### config.mk
export PLATFORM = sky130hd
export DESIGN_NAME = notebook_text_ctrl_flat
export DESIGN_NICKNAME = d
export VERILOG_FILES = /design/src/rtl/notebook_pkg.sv /design/src/rtl/notebook_text_ctrl_if.sv /design/src/rtl/notebook_text_ctrl_page_clear_sweeper.sv /design/src/rtl/notebook_text_ctrl.sv /design/src/flat_wrapper.sv
export SDC_FILE = /design/constraint.sdc
export NUM_CORES = 1
export LEC_CHECK = 0
export BUFFER_PORTS_ARGS = -buffer_cell sky130_fd_sc_hd__buf_2
export CAP_MARGIN = 10
export CORE_MARGIN = 1
export CORE_UTILIZATION = 60
export CTS_BUF_LIST = sky130_fd_sc_hd__clkbuf_2 sky130_fd_sc_hd__clkbuf_4 sky130_fd_sc_hd__clkbuf_8
export DETAILED_ROUTE_END_ITERATION = 16
export PLACE_DENSITY = 0.91
export SYNTH_ARGS = -nofsm -noshare
export SYNTH_HDL_FRONTEND = slang
export SYNTH_SLANG_ARGS = --single-unit
### constraint.sdc
create_clock -name VGA_CLK_IN -period 5.9 [get_ports VGA_CLK_IN]
set_input_delay 1.475 -clock VGA_CLK_IN [delete_from_list [all_inputs] [get_ports VGA_CLK_IN]]
set_output_delay 1.475 -clock VGA_CLK_IN [all_outputs]
set_load 0.03 [all_outputs]
### src/rtl/notebook_pkg.sv
// rtl/notebook_pkg.sv - shared types and constants for the notebook text controller
package notebook_pkg;

    typedef enum logic [1:0] {
        ST_IDLE,
        ST_WAIT_BLANK,
        ST_WRITE_BS,
        ST_CLEAR
    } state_t;

    localparam logic [7:0] CHAR_NL        = 8'h0A;
    localparam logic [7:0] CHAR_BS        = 8'h08;
    localparam logic [7:0] CHAR_SPACE     = 8'h20;
    localparam logic [7:0] CHAR_PRINT_MIN = 8'h20;
    localparam logic [7:0] CHAR_PRINT_MAX = 8'h7E;

    localparam int DEF_ROWS  = 20;
    localparam int DEF_COLS  = 33;
    localparam int DEF_CELLS = DEF_ROWS * DEF_COLS;

    // Linear buffer index of a grid cell, row-major.
    function automatic int cell_index(input int row, input int col, input int cols);
        return row * cols + col;
    endfunction

endpackage

### src/rtl/notebook_text_ctrl_if.sv
// rtl/notebook_text_ctrl_if.sv - character handshake and buffer write bus
interface notebook_text_ctrl_if #(
    parameter int ADDR_W = 10
);
    logic              i_char_valid;
    logic [7:0]        i_char;
    logic              o_char_ready;
    logic              o_wr_en;
    logic [ADDR_W-1:0] o_wr_addr;
    logic [7:0]        o_wr_data;

    modport master (
        output i_char_valid, i_char,
        input  o_char_ready, o_wr_en, o_wr_addr, o_wr_data
    );

    modport slave (
        input  i_char_valid, i_char,
        output o_char_ready, o_wr_en, o_wr_addr, o_wr_data
    );
endinterface

### src/rtl/notebook_text_ctrl_page_clear_sweeper.sv
// rtl/notebook_text_ctrl_page_clear_sweeper.sv - blank-gated sweep counter for page clear
module page_clear_sweeper
    import notebook_pkg::*;
#(
    parameter int CELLS  = DEF_CELLS,
    parameter int ADDR_W = 10
) (
    input  logic              clk,
    input  logic              rst_n,
    input  logic              i_start,
    input  logic              i_vblank,
    output logic              o_step,
    output logic [ADDR_W-1:0] o_index,
    output logic              o_done
);
    logic              r_active;
    logic [ADDR_W-1:0] r_index;

    assign o_step  = r_active && i_vblank;
    assign o_done  = o_step && (r_index == ADDR_W'(CELLS - 1));
    assign o_index = r_index;

    always_ff @(posedge clk) begin
        if (!rst_n) begin
            r_active <= 1'b0;
            r_index  <= '0;
        end else if (i_start) begin
            r_active <= 1'b1;
            r_index  <= '0;
        end else if (o_step) begin
            r_index <= o_done ? '0 : r_index + 1'b1;
            if (o_done) r_active <= 1'b0;
        end
    end
endmodule

### src/rtl/notebook_text_ctrl.sv
// rtl/notebook_text_ctrl.sv - cursor-tracking character writer for the ruled notebook page
module notebook_text_ctrl
    import notebook_pkg::*;
#(
    parameter int ROWS   = DEF_ROWS,
    parameter int COLS   = DEF_COLS,
    parameter int ADDR_W = 10
) (
    input  logic                     VGA_CLK_IN,
    input  logic                     VGA_RST_N,
    input  logic                     i_vblank,
    input  logic                     i_clear_req,
    notebook_text_ctrl_if.slave      bus,
    output logic [$clog2(ROWS)-1:0]  o_cursor_row,
    output logic [$clog2(COLS)-1:0]  o_cursor_col,
    output logic                     o_busy,
    output logic                     o_page_full
);
    localparam int ROW_W = $clog2(ROWS);
    localparam int COL_W = $clog2(COLS);

    state_t            r_state, w_state_nxt;
    logic [ROW_W-1:0]  r_row, w_row_nxt;
    logic [COL_W-1:0]  r_col, w_col_nxt;
    logic [7:0]        r_char, w_char_nxt;
    logic              r_page_full, w_pf_nxt;
    logic              r_clear_pending, w_pend_nxt;
    logic              r_wr_en, w_wr_en_nxt;
    logic [ADDR_W-1:0] r_wr_addr, w_addr_nxt;
    logic [7:0]        r_wr_data, w_data_nxt;
    logic              r_busy;

    logic              w_accept, w_printable, w_at_origin, w_clear_go, w_start;
    logic              w_step, w_done;
    logic [ADDR_W-1:0] w_sweep_idx, w_cur_addr;

    assign bus.o_char_ready = (r_state == ST_IDLE) && !r_page_full && !i_clear_req && !r_clear_pending;
    assign bus.o_wr_en      = r_wr_en;
    assign bus.o_wr_addr    = r_wr_addr;
    assign bus.o_wr_data    = r_wr_data;
    assign o_cursor_row     = r_row;
    assign o_cursor_col     = r_col;
    assign o_busy           = r_busy;
    assign o_page_full      = r_page_full;

    assign w_accept    = bus.i_char_valid && bus.o_char_ready;
    assign w_printable = (bus.i_char >= CHAR_PRINT_MIN) && (bus.i_char <= CHAR_PRINT_MAX);
    assign w_at_origin = (r_row == '0) && (r_col == '0);
    assign w_clear_go  = i_clear_req || r_clear_pending;
    assign w_cur_addr  = ADDR_W'(cell_index(int'(r_row), int'(r_col), COLS));

    page_clear_sweeper #(
        .CELLS  (ROWS * COLS),
        .ADDR_W (ADDR_W)
    ) u_sweeper (
        .clk      (VGA_CLK_IN),
        .rst_n    (VGA_RST_N),
        .i_start  (w_start),
        .i_vblank (i_vblank),
        .o_step   (w_step),
        .o_index  (w_sweep_idx),
        .o_done   (w_done)
    );

    always_ff @(posedge VGA_CLK_IN) begin
        if (!VGA_RST_N) begin
            r_state         <= ST_IDLE;
            r_row           <= '0;
            r_col           <= '0;
            r_char          <= '0;
            r_page_full     <= 1'b0;
            r_clear_pending <= 1'b0;
            r_wr_en         <= 1'b0;
            r_wr_addr       <= '0;
            r_wr_data       <= '0;
            r_busy          <= 1'b0;
        end else begin
            r_state         <= w_state_nxt;
            r_row           <= w_row_nxt;
            r_col           <= w_col_nxt;
            r_char          <= w_char_nxt;
            r_page_full     <= w_pf_nxt;
            r_clear_pending <= w_pend_nxt;
            r_wr_en         <= w_wr_en_nxt;
            r_wr_addr       <= w_addr_nxt;
            r_wr_data       <= w_data_nxt;
            r_busy          <= (w_state_nxt != ST_IDLE);
        end
    end

    always_comb begin
        w_state_nxt = r_state;
        case (r_state)
            ST_IDLE: begin
                if (w_clear_go)                                    w_state_nxt = ST_CLEAR;
                else if (w_accept && w_printable)                  w_state_nxt = ST_WAIT_BLANK;
                else if (w_accept && bus.i_char == CHAR_BS && !w_at_origin) w_state_nxt = ST_WRITE_BS;
            end
            ST_WAIT_BLANK, ST_WRITE_BS: if (i_vblank) w_state_nxt = ST_IDLE;
            ST_CLEAR:                   if (w_done)   w_state_nxt = ST_IDLE;
            default:                                  w_state_nxt = ST_IDLE;
        endcase
    end

    always_comb begin
        w_row_nxt   = r_row;
        w_col_nxt   = r_col;
        w_char_nxt  = r_char;
        w_pf_nxt    = r_page_full;
        w_pend_nxt  = r_clear_pending;
        w_wr_en_nxt = 1'b0;
        w_addr_nxt  = r_wr_addr;
        w_data_nxt  = r_wr_data;
        w_start     = 1'b0;
        case (r_state)
            ST_IDLE: begin
                if (w_clear_go) begin
                    w_start = 1'b1;
                end else if (w_accept) begin
                    if (w_printable) begin
                        w_char_nxt = bus.i_char;
                    end else if (bus.i_char == CHAR_NL) begin
                        w_col_nxt = '0;
                        if (r_row < ROW_W'(ROWS - 1)) w_row_nxt = r_row + 1'b1;
                        else                          w_pf_nxt  = 1'b1;
                    end else if (bus.i_char == CHAR_BS && !w_at_origin) begin
                        if (r_col == '0) begin
                            w_col_nxt = COL_W'(COLS - 1);
                            w_row_nxt = r_row - 1'b1;
                        end else begin
                            w_col_nxt = r_col - 1'b1;
                        end
                    end
                end
            end
            ST_WAIT_BLANK, ST_WRITE_BS: begin
                // A clear arriving here waits for the in-flight write to land first.
                if (i_clear_req) w_pend_nxt = 1'b1;
                if (i_vblank) begin
                    w_wr_en_nxt = 1'b1;
                    w_addr_nxt  = w_cur_addr;
                    w_data_nxt  = (r_state == ST_WAIT_BLANK) ? r_char : CHAR_SPACE;
                    if (r_state == ST_WAIT_BLANK) begin
                        if (r_col == COL_W'(COLS - 1)) begin
                            if (r_row == ROW_W'(ROWS - 1)) begin
                                w_pf_nxt = 1'b1;
                            end else begin
                                w_row_nxt = r_row + 1'b1;
                                w_col_nxt = '0;
                            end
                        end else begin
                            w_col_nxt = r_col + 1'b1;
                        end
                    end
                end
            end
            ST_CLEAR: begin
                w_wr_en_nxt = w_step;
                if (w_step) begin
                    w_addr_nxt = w_sweep_idx;
                    w_data_nxt = CHAR_SPACE;
                end
                if (w_done) begin
                    w_row_nxt  = '0;
                    w_col_nxt  = '0;
                    w_pf_nxt   = 1'b0;
                    w_pend_nxt = 1'b0;
                end
            end
            default: ;
        endcase
    end
endmodule
### src/flat_wrapper.sv
// flat-port wrapper written by rule: the top's interface ports become plain ports
module notebook_text_ctrl_flat import notebook_pkg::*;
#(
    parameter int ROWS   = DEF_ROWS,
    parameter int COLS   = DEF_COLS,
    parameter int ADDR_W = 10
)
  (VGA_CLK_IN, VGA_RST_N, i_vblank, i_clear_req, o_cursor_row, o_cursor_col, o_busy, o_page_full, bus_i_char_valid, bus_i_char, bus_o_char_ready, bus_o_wr_en, bus_o_wr_addr, bus_o_wr_data);
  notebook_text_ctrl_if #(.ADDR_W(ADDR_W)) bus_i ();
  input  logic VGA_CLK_IN;
  input  logic VGA_RST_N;
  input  logic i_vblank;
  input  logic i_clear_req;
  output logic [$clog2(ROWS)-1:0] o_cursor_row;
  output logic [$clog2(COLS)-1:0] o_cursor_col;
  output logic o_busy;
  output logic o_page_full;
  input wire logic [$bits(bus_i.i_char_valid)-1:0] bus_i_char_valid;
  input wire logic [$bits(bus_i.i_char)-1:0] bus_i_char;
  output wire logic [$bits(bus_i.o_char_ready)-1:0] bus_o_char_ready;
  output wire logic [$bits(bus_i.o_wr_en)-1:0] bus_o_wr_en;
  output wire logic [$bits(bus_i.o_wr_addr)-1:0] bus_o_wr_addr;
  output wire logic [$bits(bus_i.o_wr_data)-1:0] bus_o_wr_data;
  assign bus_i.i_char_valid = bus_i_char_valid;
  assign bus_i.i_char = bus_i_char;
  assign bus_o_char_ready = bus_i.o_char_ready;
  assign bus_o_wr_en = bus_i.o_wr_en;
  assign bus_o_wr_addr = bus_i.o_wr_addr;
  assign bus_o_wr_data = bus_i.o_wr_data;
  notebook_text_ctrl #(.ROWS(ROWS), .COLS(COLS), .ADDR_W(ADDR_W)) u_core (.VGA_CLK_IN(VGA_CLK_IN), .VGA_RST_N(VGA_RST_N), .i_vblank(i_vblank), .i_clear_req(i_clear_req), .bus(bus_i), .o_cursor_row(o_cursor_row), .o_cursor_col(o_cursor_col), .o_busy(o_busy), .o_page_full(o_page_full));
endmodule
==> After elaboration in Yosys (flattened, before gate mapping) <==
Index checks and enable logic that the tools add are counted.
{ "classes": {"bitwise": 2, "eq_ne": 25, "reduce_logical": 33, "muxes": 58, "order_cmp": 3, "n_addsub": 6, "mul": 1} }
{ "ops": {"columns": ["op", "count"], "rows": [
  ["two-way mux 6 bit", 11],
  ["two-way mux 5 bit", 12],
  ["two-way mux 10 bit", 3],
  ["two-way mux 8 bit", 3],
  ["case mux 10 bit (2 select lines)", 1],
  ["!= test 2 bit, second input constant", 9],
  ["case mux 6 bit (3 select lines)", 1],
  ["equality test 8 x 4 -> 1 bit, second input constant", 2],
  ["two-way mux 1 bit", 16],
  ["case mux 8 bit (2 select lines)", 1],
  ["case mux 5 bit (3 select lines)", 1],
  ["logical AND 1 bit", 12],
  ["!= test 3 bit, second input constant", 4],
  ["AND reduction 11 bit", 1],
  ["adder 10 x 1 -> 10 bit, second input constant", 1],
  ["adder 10 x 7 -> 10 bit", 1],
  ["equality test 10 bit, second input constant", 1],
  ["multiplier 5 x 6 -> 10 bit, second input constant", 1],
  ["two-way mux 2 bit", 5],
  ["AND reduction 10 bit", 1],
  ["greater-or-equal comparator 8 x 6 -> 1 bit, second input constant", 1],
  ["<= comparator 8 x 7 -> 1 bit, second input constant", 1],
  ["!= test 2 x 1 -> 1 bit, second input constant", 4],
  ["AND reduction 8 bit", 1],
  ["23 further kinds", 34]
]} }
{ "word_totals": {"reg_bits": 54, "output_inout_bits": 33, "inputBits": 13, "elab_cells": 140} }

==> Logic depth before layout (Yosys ltp) <==
Gate-level depths: netlist of the first run.
{ "logic_depth": {"word_depth": 12, "ltp_mapped": 11, "mapped_depth_nobuf": 11} }

==> Cells and area by module <==
A second synthesis of the first run with hierarchy kept.
{ "hier_totals": {"hier_cells": 416, "hier_area_um2": 3425.8} }
{ "modules_own_cells": {"columns": ["module", "cells_per_inst", "area_each_um2", "seq_area_each_um2", "instances"], "rows": [
  ["notebook_text_ctrl", 355, 2914.0, 860.8, 1],
  ["page_clear_sweeper", 61, 511.7, 220.2, 1]
]} }

==> Worst setup path before layout of the first run <==
OpenSTA, ideal clock, no wires.
{ "synth_timing": {"path_kind": "input port to output port", "start": "input port i_clear_req", "end": "output port bus_o_char_ready", "t_required_ns": 4.425, "slack_ns": 2.226, "cell_stages": 1, "n_path_buf": 0, "arrival_time_ns": 2.199, "cell_sequence": "nor4b_2"} }
{ "synth_via": {"elab_chain_len": 3} }
{ "synth_rtl": {"columns": ["element", "line", "source"], "rows": [
  ["from (decl)", "flat_wrapper.sv:13", "input logic i_clear_req;"],
  ["zero test 1 bit", "notebook_text_ctrl.sv:37", "assign bus.o_char_ready = (r_state == ST_IDLE) && !r_page_full && !i_clear_req && !r_clear_pending;"],
  ["logical AND 1 bit (2 in a row)", "notebook_text_ctrl.sv:37", null],
  ["to (decl)", "flat_wrapper.sv:20", "output wire logic [$bits(bus_i.o_char_ready)-1:0] bus_o_char_ready;"]
]} }
Every way passes these cells.

==> Final worst setup path of the first run <==
Same ends and word-level chain as after synthesis.

==> results.yml, run 1 <==
cts:
  cts_resized: 0
  clock-sinks: 54
  cts_buffers: 5
  htreeDepth: 2
  cts_tree: "yes"
  cts_hold_buffers: 0
  post_cts_buffers: 0
  clk_latency_ns: 0.31
  clockBufferDepth: 2
  cts-root-buf: "clkbuf_8"
  clk_pin_slew_ns: 0.09
global_route:
  antenna_found_initial: 0
  overflow: 0
  grt_max_degree: 34
  grt_pass1_wl_um: 13800
  grt_pass1_vias: 2997
  grt.total_usage_pct: 28.9
finish:
  diodes: 0
  final_cells: 508
  drive_above_1_share_pct: 14.4
  area_growth_pct: 11.0
  finalCoreUtilization_pct: 70.3
  seq_area_um2: 1080
  nFillCells: 427
  fin_area_um2: 3660
  multiInputGateArea_um2: 2090
  fin_nets: 480
floorplan:
  rows: 26
  io_pins: 46
  die_h_um: 76.1
  die_x_um: 76.1
  initial_core_util_pct: 63.4
  dieArea_um2: 5800
  core_um2: 5200
placed_design:
  dp.cells: 500
  dpl_cell_area_um2: 3550
  port_buffers: 45
  pre_cts_slack_ns: 1.93
  dp_hpwl_um: 5770
  gp_congestion: 0.955
worst_setup_path:
  cp-endpoint: "bus_o_char_ready"
  worst-r2r-cell-count: 6
  reg2reg_from: "u_core.u_sweeper.o_index[5]"
  r2r_end: "u_core.o_cursor_col[3]"
  worstPathMaxFanout: 4
  startpoint: "i_clear_req"
  crit_path_end_kind: "output pin"
  reg2reg_slack_ns: 3.03
  path_class: "in2out"
  critPathRequiredTime_ns: 4.43
  critPathMaxStageDelay_ns: 0.39
  crit_arrival_ns: 2.27
  cpMaxStageDelayCell: "nor4b_2"
  worst_path_most_repeated_cell: "buf_2"
  crit_chain: "buf_2 > nor4b_2 > buf_2"
  start_kind: "input pin"
status:
  status: "finished, final reports clean"
yosys:
  yosys.area.top_type: "dfxtp_1"
  async_flop_share_pct: 0
  synth_common_cells: "54 x dfxtp_1, 40 x nand2_1, 39 x nor2_1, 29 x a21oi_1, 29 x ha_1"
  synthesis.nets: 445
  yosys-top-cells-area: "dfxtp_1 33%, ha_1 11%, nand2_1 4.6%, nor2_1 4.4%, a21oi_1 4.4%"
  ys_ff_latch: 54
  synth.most_common_cell: "dfxtp_1"
  synth_edf_count: 0
  synth_cell_types: 62
  syn_area_per_cell_um2: 8.20
  yosys.area.top_type_share_pct: 32.8
  yosysSeqAreaShare_pct: 32.8
  synth_warnings: 0
  synthFlopType: "dfxtp_1"
  synthCells: 402
  syn_area_um2: 3300
sta:
  layout_setup_ws_ns: 2.16
  slew_headroom_pct: 27.1
  finalMaxSlewViolations: 0
  min_period_ns: 3.74
  rsz0062_at_grt: "false"
  fmaxAchievable_mhz: 267
  worst_pin_slew_ns: 1.09
  finalClockSkew_ns: 0.00783
  final_hold_viol_count: 0
  fin_hold_ws_ns: 0.452
  tns_ns: 0
  finalCritPeriodShare_pct: 63.4
  setup_viol: 0
pwr:
  powerDensity_nw_per_um2: 510
  leakage_nw: 1.61
  peakVddDrop_mv: 0.350
  power.total_mw: 1.87
detailed_routing:
  drt_iter0_markers: 348
  route.detailed.drc: 0
  via_per_inst: 6.30
  drt_wl_total_um: 8120
  antenna_left: 0
  vias: 3200
  drtPass1Iterations: 5
  wire_per_inst_um: 16.0
worst_hold_path:
  min-delay-start: "u_core.bus.o_wr_data[6]"
  hold-path-cell-count: 2
  hp-class: "reg2reg"
flow_run:
  maxCapViolations: 0
## layout by cell type, fill, tap and decap left out, types with 8 or more instances in the layout
| cell | n |
|---|---|
| a21oi_1 | 29 |
| buf_2 | 45 |
| dfxtp_1 | 54 |
| ha_1 | 29 |
| inv_1 | 16 |
| mux2i_1 | 13 |
| nand2_1 | 40 |
| nand3_1 | 17 |
| nand4_1 | 8 |
| nor2_1 | 39 |
| nor3_1 | 13 |
| o21ai_0 | 21 |
| xor2_1 | 8 |
## worst max-delay path, delay by kind of cell
kind / cells / cell delay [ns]
buffers and inverters: 2 / 0.40
and+or+nand+nor: 1 / 0.39
## area by class of cell
type	instances	area share, %
sequential	54	29.5
inverter	16	1.64
clock inverter	2	1.03
timing repair buffer	45	6.15
multi-input combinational	315	57.2
tap	70	2.39
clock buffer	6	2.08
## state kept, by name, indices dropped and copies added, names as in the netlist, 2 cells and up
name                      cells
u_core.bus.o_wr_addr         10
u_core.bus.o_wr_data          8
u_core.o_cursor_col           6
u_core.o_cursor_row           5
u_core.r_char                 8
u_core.r_state                2
u_core.u_sweeper.o_index     10
## where the power goes
part | switching (mW) | internal (mW)
clock network | 0.123 | 0.131
registers | 0.105 | 0.442
logic | 0.699 | 0.369
total | 0.926 | 0.942
## metal layers
layer | share of wire [%] | vias to the layer above | track usage (%)
li1 | - | 1543 | -
met2 | 46 | 154 | 49.2
met5 | 0 | - | 0
met3 | 7.6 | 19 | 4.55
met4 | 1.9 | 0 | 9.81
met1 | 44 | 1484 | 37.3
## cells by family (layout without fill, tap and decap cells)
family / count (synthesis) / after routing / share of synthesized area (%)
AND/OR/NAND/NOR: 156 / 156 / 23.9
multiplexers: 14 / 14 / 4.29
adder cells (fa/ha/maj): 30 / 30 / 11.6
AO/OA/AOI/OAI: 104 / 104 / 20.7
flip-flops: 54 / 54 / 32.8
XOR/XNOR: 11 / 11 / 2.92
buffers and inverters: 33 / 69 / 3.76
## worst min path at each step
stage	end
after detailed placement	u_core.bus.o_wr_data[6]
after global placement	u_core.bus.o_wr_addr[3]
final	u_core.bus.o_wr_data[6]
after CTS	u_core.bus.o_wr_data[6]
after global routing	u_core.bus.o_wr_data[7]
after floorplan	u_core.bus.o_wr_data[7]
(Power assumes the default switching activity.)
==> inputs of run 2 (changes only) <==
ABC_AREA = 1   (was default)
PLACE_DENSITY = 0.9   (was 0.91)
clock period = 3.9 ns   (was 5.9 ns; I/O delays follow)
==> results.yml, run 2 <==
finish:
  finalCoreUtilization_pct: 69.3
  area_growth_pct: 9.83
  mostFrequentLayoutCell: "nand2_1"
  fin_area_um2: 3880
  drive_above_1_share_pct: 15.5
  layout_common_cells: "109 x nand2_1, 76 x nor2_1, 54 x dfxtp_1"
  fin_nets: 592
  diodes: 0
  nFillCells: 474
yosys:
  synthFlopType: "dfxtp_1"
  yosys.area.top_type: "dfxtp_1"
  yosys-top-cells-area: "dfxtp_1 31%, nand2_1 12%, ha_1 10%, nor2_1 8.1%, a21oi_1 5.7%"
  async_flop_share_pct: 0
  yosysSeqAreaShare_pct: 30.6
  synth_edf_count: 0
  syn_area_um2: 3540
  synth_cell_types: 39
  syn_area_per_cell_um2: 6.91
  ys_ff_latch: 54
  synthesis.nets: 555
  synth_warnings: 0
  yosys.area.top_type_share_pct: 30.6
  synthCells: 512
  synth_common_cells: "109 x nand2_1, 76 x nor2_1, 54 x dfxtp_1, 46 x inv_1, 40 x a21oi_1"
  synth.most_common_cell: "nand2_1"
status:
  status: "finished, final reports clean"
worst_setup_path:
  reg2reg_from: "u_core.o_cursor_row[3]"
  cpMaxStageDelayCell: "dfxtp_1"
  r2r_end: "u_core.bus.o_wr_addr[8]"
  crit_buf_inv: 1
  start_kind: "flip-flop"
  crit_path_end_kind: "flip-flop"
  crit_family: "adder cells"
  reg2reg_slack_ns: 1.13
  worst-r2r-cell-count: 11
  crit_chain: "ha_1 > ha_1 > inv_1 > fa_1 > o21ai_0 > nand3_1 > nand2_1 > nand2_1 > nand3_1 > nand2_1 > a21oi_1"
  worstPathMaxFanout: 10
  critPathRequiredTime_ns: 4.15
  critPathMaxStageDelay_ns: 0.64
  crit_arrival_ns: 3.02
  path_class: "reg2reg"
  worst_path_most_repeated_cell: "nand2_1"
cts:
  clockBufferDepth: 2
  cts-root-buf: "clkbuf_8"
  cts_tree: "yes"
  clk_latency_ns: 0.32
  htreeDepth: 2
  post_cts_buffers: 0
  clk_pin_slew_ns: 0.10
  clock-sinks: 54
  cts_resized: 0
  cts_buffers: 5
  cts_hold_buffers: 0
pwr:
  clkPwrFrac_pct: 13.0
  pwr-share-seq_pct: 26.2
  p_int_mw: 1.49
  leakage_nw: 1.97
  powerDensity_nw_per_um2: 815
  switching_power_mw: 1.67
  power.total_mw: 3.17
  peakVddDrop_mv: 0.647
  combinationalPowerShare_pct: 60.8
  swShare_pct: 52.8
placed_design:
  gp_congestion: 0.921
  dpl_cell_area_um2: 3760
  port_buffers: 45
  dp_hpwl_um: 6310
worst_hold_path:
  hold-path-cell-count: 2
  hold_end: "u_core.r_char[7]"
  hp-class: "reg2reg"
  min-delay-start: "u_core.r_char[7]"
detailed_routing:
  antenna_left: 0
  drt_wl_total_um: 8620
  route.detailed.drc: 0
  via_per_inst: 5.64
  wire_per_inst_um: 13.9
  drtPass1Iterations: 5
  drt_iter0_markers: 239
  vias: 3509
global_route:
  grt.total_usage_pct: 29.2
  antenna_found_initial: 0
  grt_pass1_vias: 3124
  overflow: 0
  grt_max_degree: 33
  grt_pass1_wl_um: 14200
sta:
  setup_viol: 0
  min_period_ns: 2.77
  finalMaxSlewViolations: 0
  slew_headroom_pct: 53.6
  final_hold_viol_count: 0
  tns_ns: 0
  rsz0062_at_grt: "false"
  finalCritPeriodShare_pct: 71.0
  worst_pin_slew_ns: 0.696
  finalClockSkew_ns: 0.00555
  fmaxAchievable_mhz: 361
floorplan:
  io_pins: 46
  dieArea_um2: 6210
  rows: 27
  die_h_um: 78.8
  initial_core_util_pct: 63.1
  core_um2: 5610
  die_x_um: 78.8
flow_run:
  maxCapViolations: 0
-- run 2: changes by cell type after synthesis, moves of 7 or more --
cell | previous run | this run
mux2i_1 | 13 | 0
inv_1 | 16 | 46
inv_2 | 0 | 7
o21ai_0 | 21 | 34
and3_1 | 7 | 0
clkbuf_1 | 17 | 5
a21oi_1 | 29 | 40
nor3_1 | 13 | 5
nor2_1 | 39 | 76
nand2_1 | 40 | 109
nand3_1 | 17 | 28
-- run 2: worst reg2reg max path, stage by stage, from the launching register on --
cell     delay, ns
dfxtp_1       0.64
ha_1          0.33
ha_1          0.31
inv_1         0.07
fa_1          0.46
o21ai_0       0.33
nand3_1       0.16
nand2_1       0.10
nand2_1       0.05
nand3_1       0.08
nand2_1       0.07
a21oi_1       0.12
-- run 2: through the flow --
stage,setup slack [ns],instances,hold WS [ns]
floorplan,1.34,512,0.416
global route,0.945,622,0.488
finish,1.13,622,0.442
global placement,1.33,614,0.433
CTS,1.16,622,0.442
detailed placement,1.25,614,0.428
-- run 2: cells by family (layout without fill, tap and decap cells) --
family,count (synthesis),after routing,share of synthesized area [%]
DFF,54,54,30.6
and+or+nand+nor,250,250,32.7
xor gates and xnor gates,14,14,3.47
buffers and inverters,71,109,8.60
AOI/OAI and AO/OA,93,93,13.8
adders and majority gates,30,30,10.8
-- run 2: layout make-up --
cell class	instances	area [um2]	area share (%)
Clock buffer	6	82.6	2.13
Clock inverter	2	38.8	0.998
Inverter	56	215	5.54
Multi-Input combinational cell	387	2150	55.4
Sequential cell	54	1080	27.8
Tap cell	72	90.1	2.32
Timing Repair Buffer	45	225	5.80
-- run 2: worst max-delay path by stage --
| stage | start | end | slack (ns) | cells past startpoint |
|---|---|---|---|---|
| floorplan | u_core.o_cursor_row[2] | u_core.bus.o_wr_addr[8] | 1.34 | 11 |
| global placement | u_core.o_cursor_row[2] | u_core.bus.o_wr_addr[8] | 1.33 | 11 |
| detailed placement | u_core.o_cursor_col[2] | u_core.bus.o_wr_addr[8] | 1.25 | 12 |
| CTS | u_core.o_cursor_col[2] | u_core.bus.o_wr_addr[8] | 1.16 | 12 |
| global route | u_core.o_cursor_col[2] | u_core.bus.o_wr_addr[8] | 0.94 | 12 |
| finish | u_core.o_cursor_row[3] | u_core.bus.o_wr_addr[8] | 1.13 | 11 |
-- run 2: metal layers --
| metal | GRT usage, % | wire length (um) |
|---|---|---|
| met1 | 35.1 | 3650 |
| met2 | 51.3 | 4260 |
| met3 | 4.83 | 503 |
| met4 | 11.7 | 203 |
| met5 | 0 | 0 |
-- run 2: power groups by stage --
stage,logic (mW),clock network [mW],registers [mW]
after global placement,1.80,0,0.833
after floorplan,1.37,0,0.938
after CTS,1.89,0.413,0.825
final,1.93,0.411,0.831
after global routing,2.12,0.434,0.847
after detailed placement,1.86,0,0.837
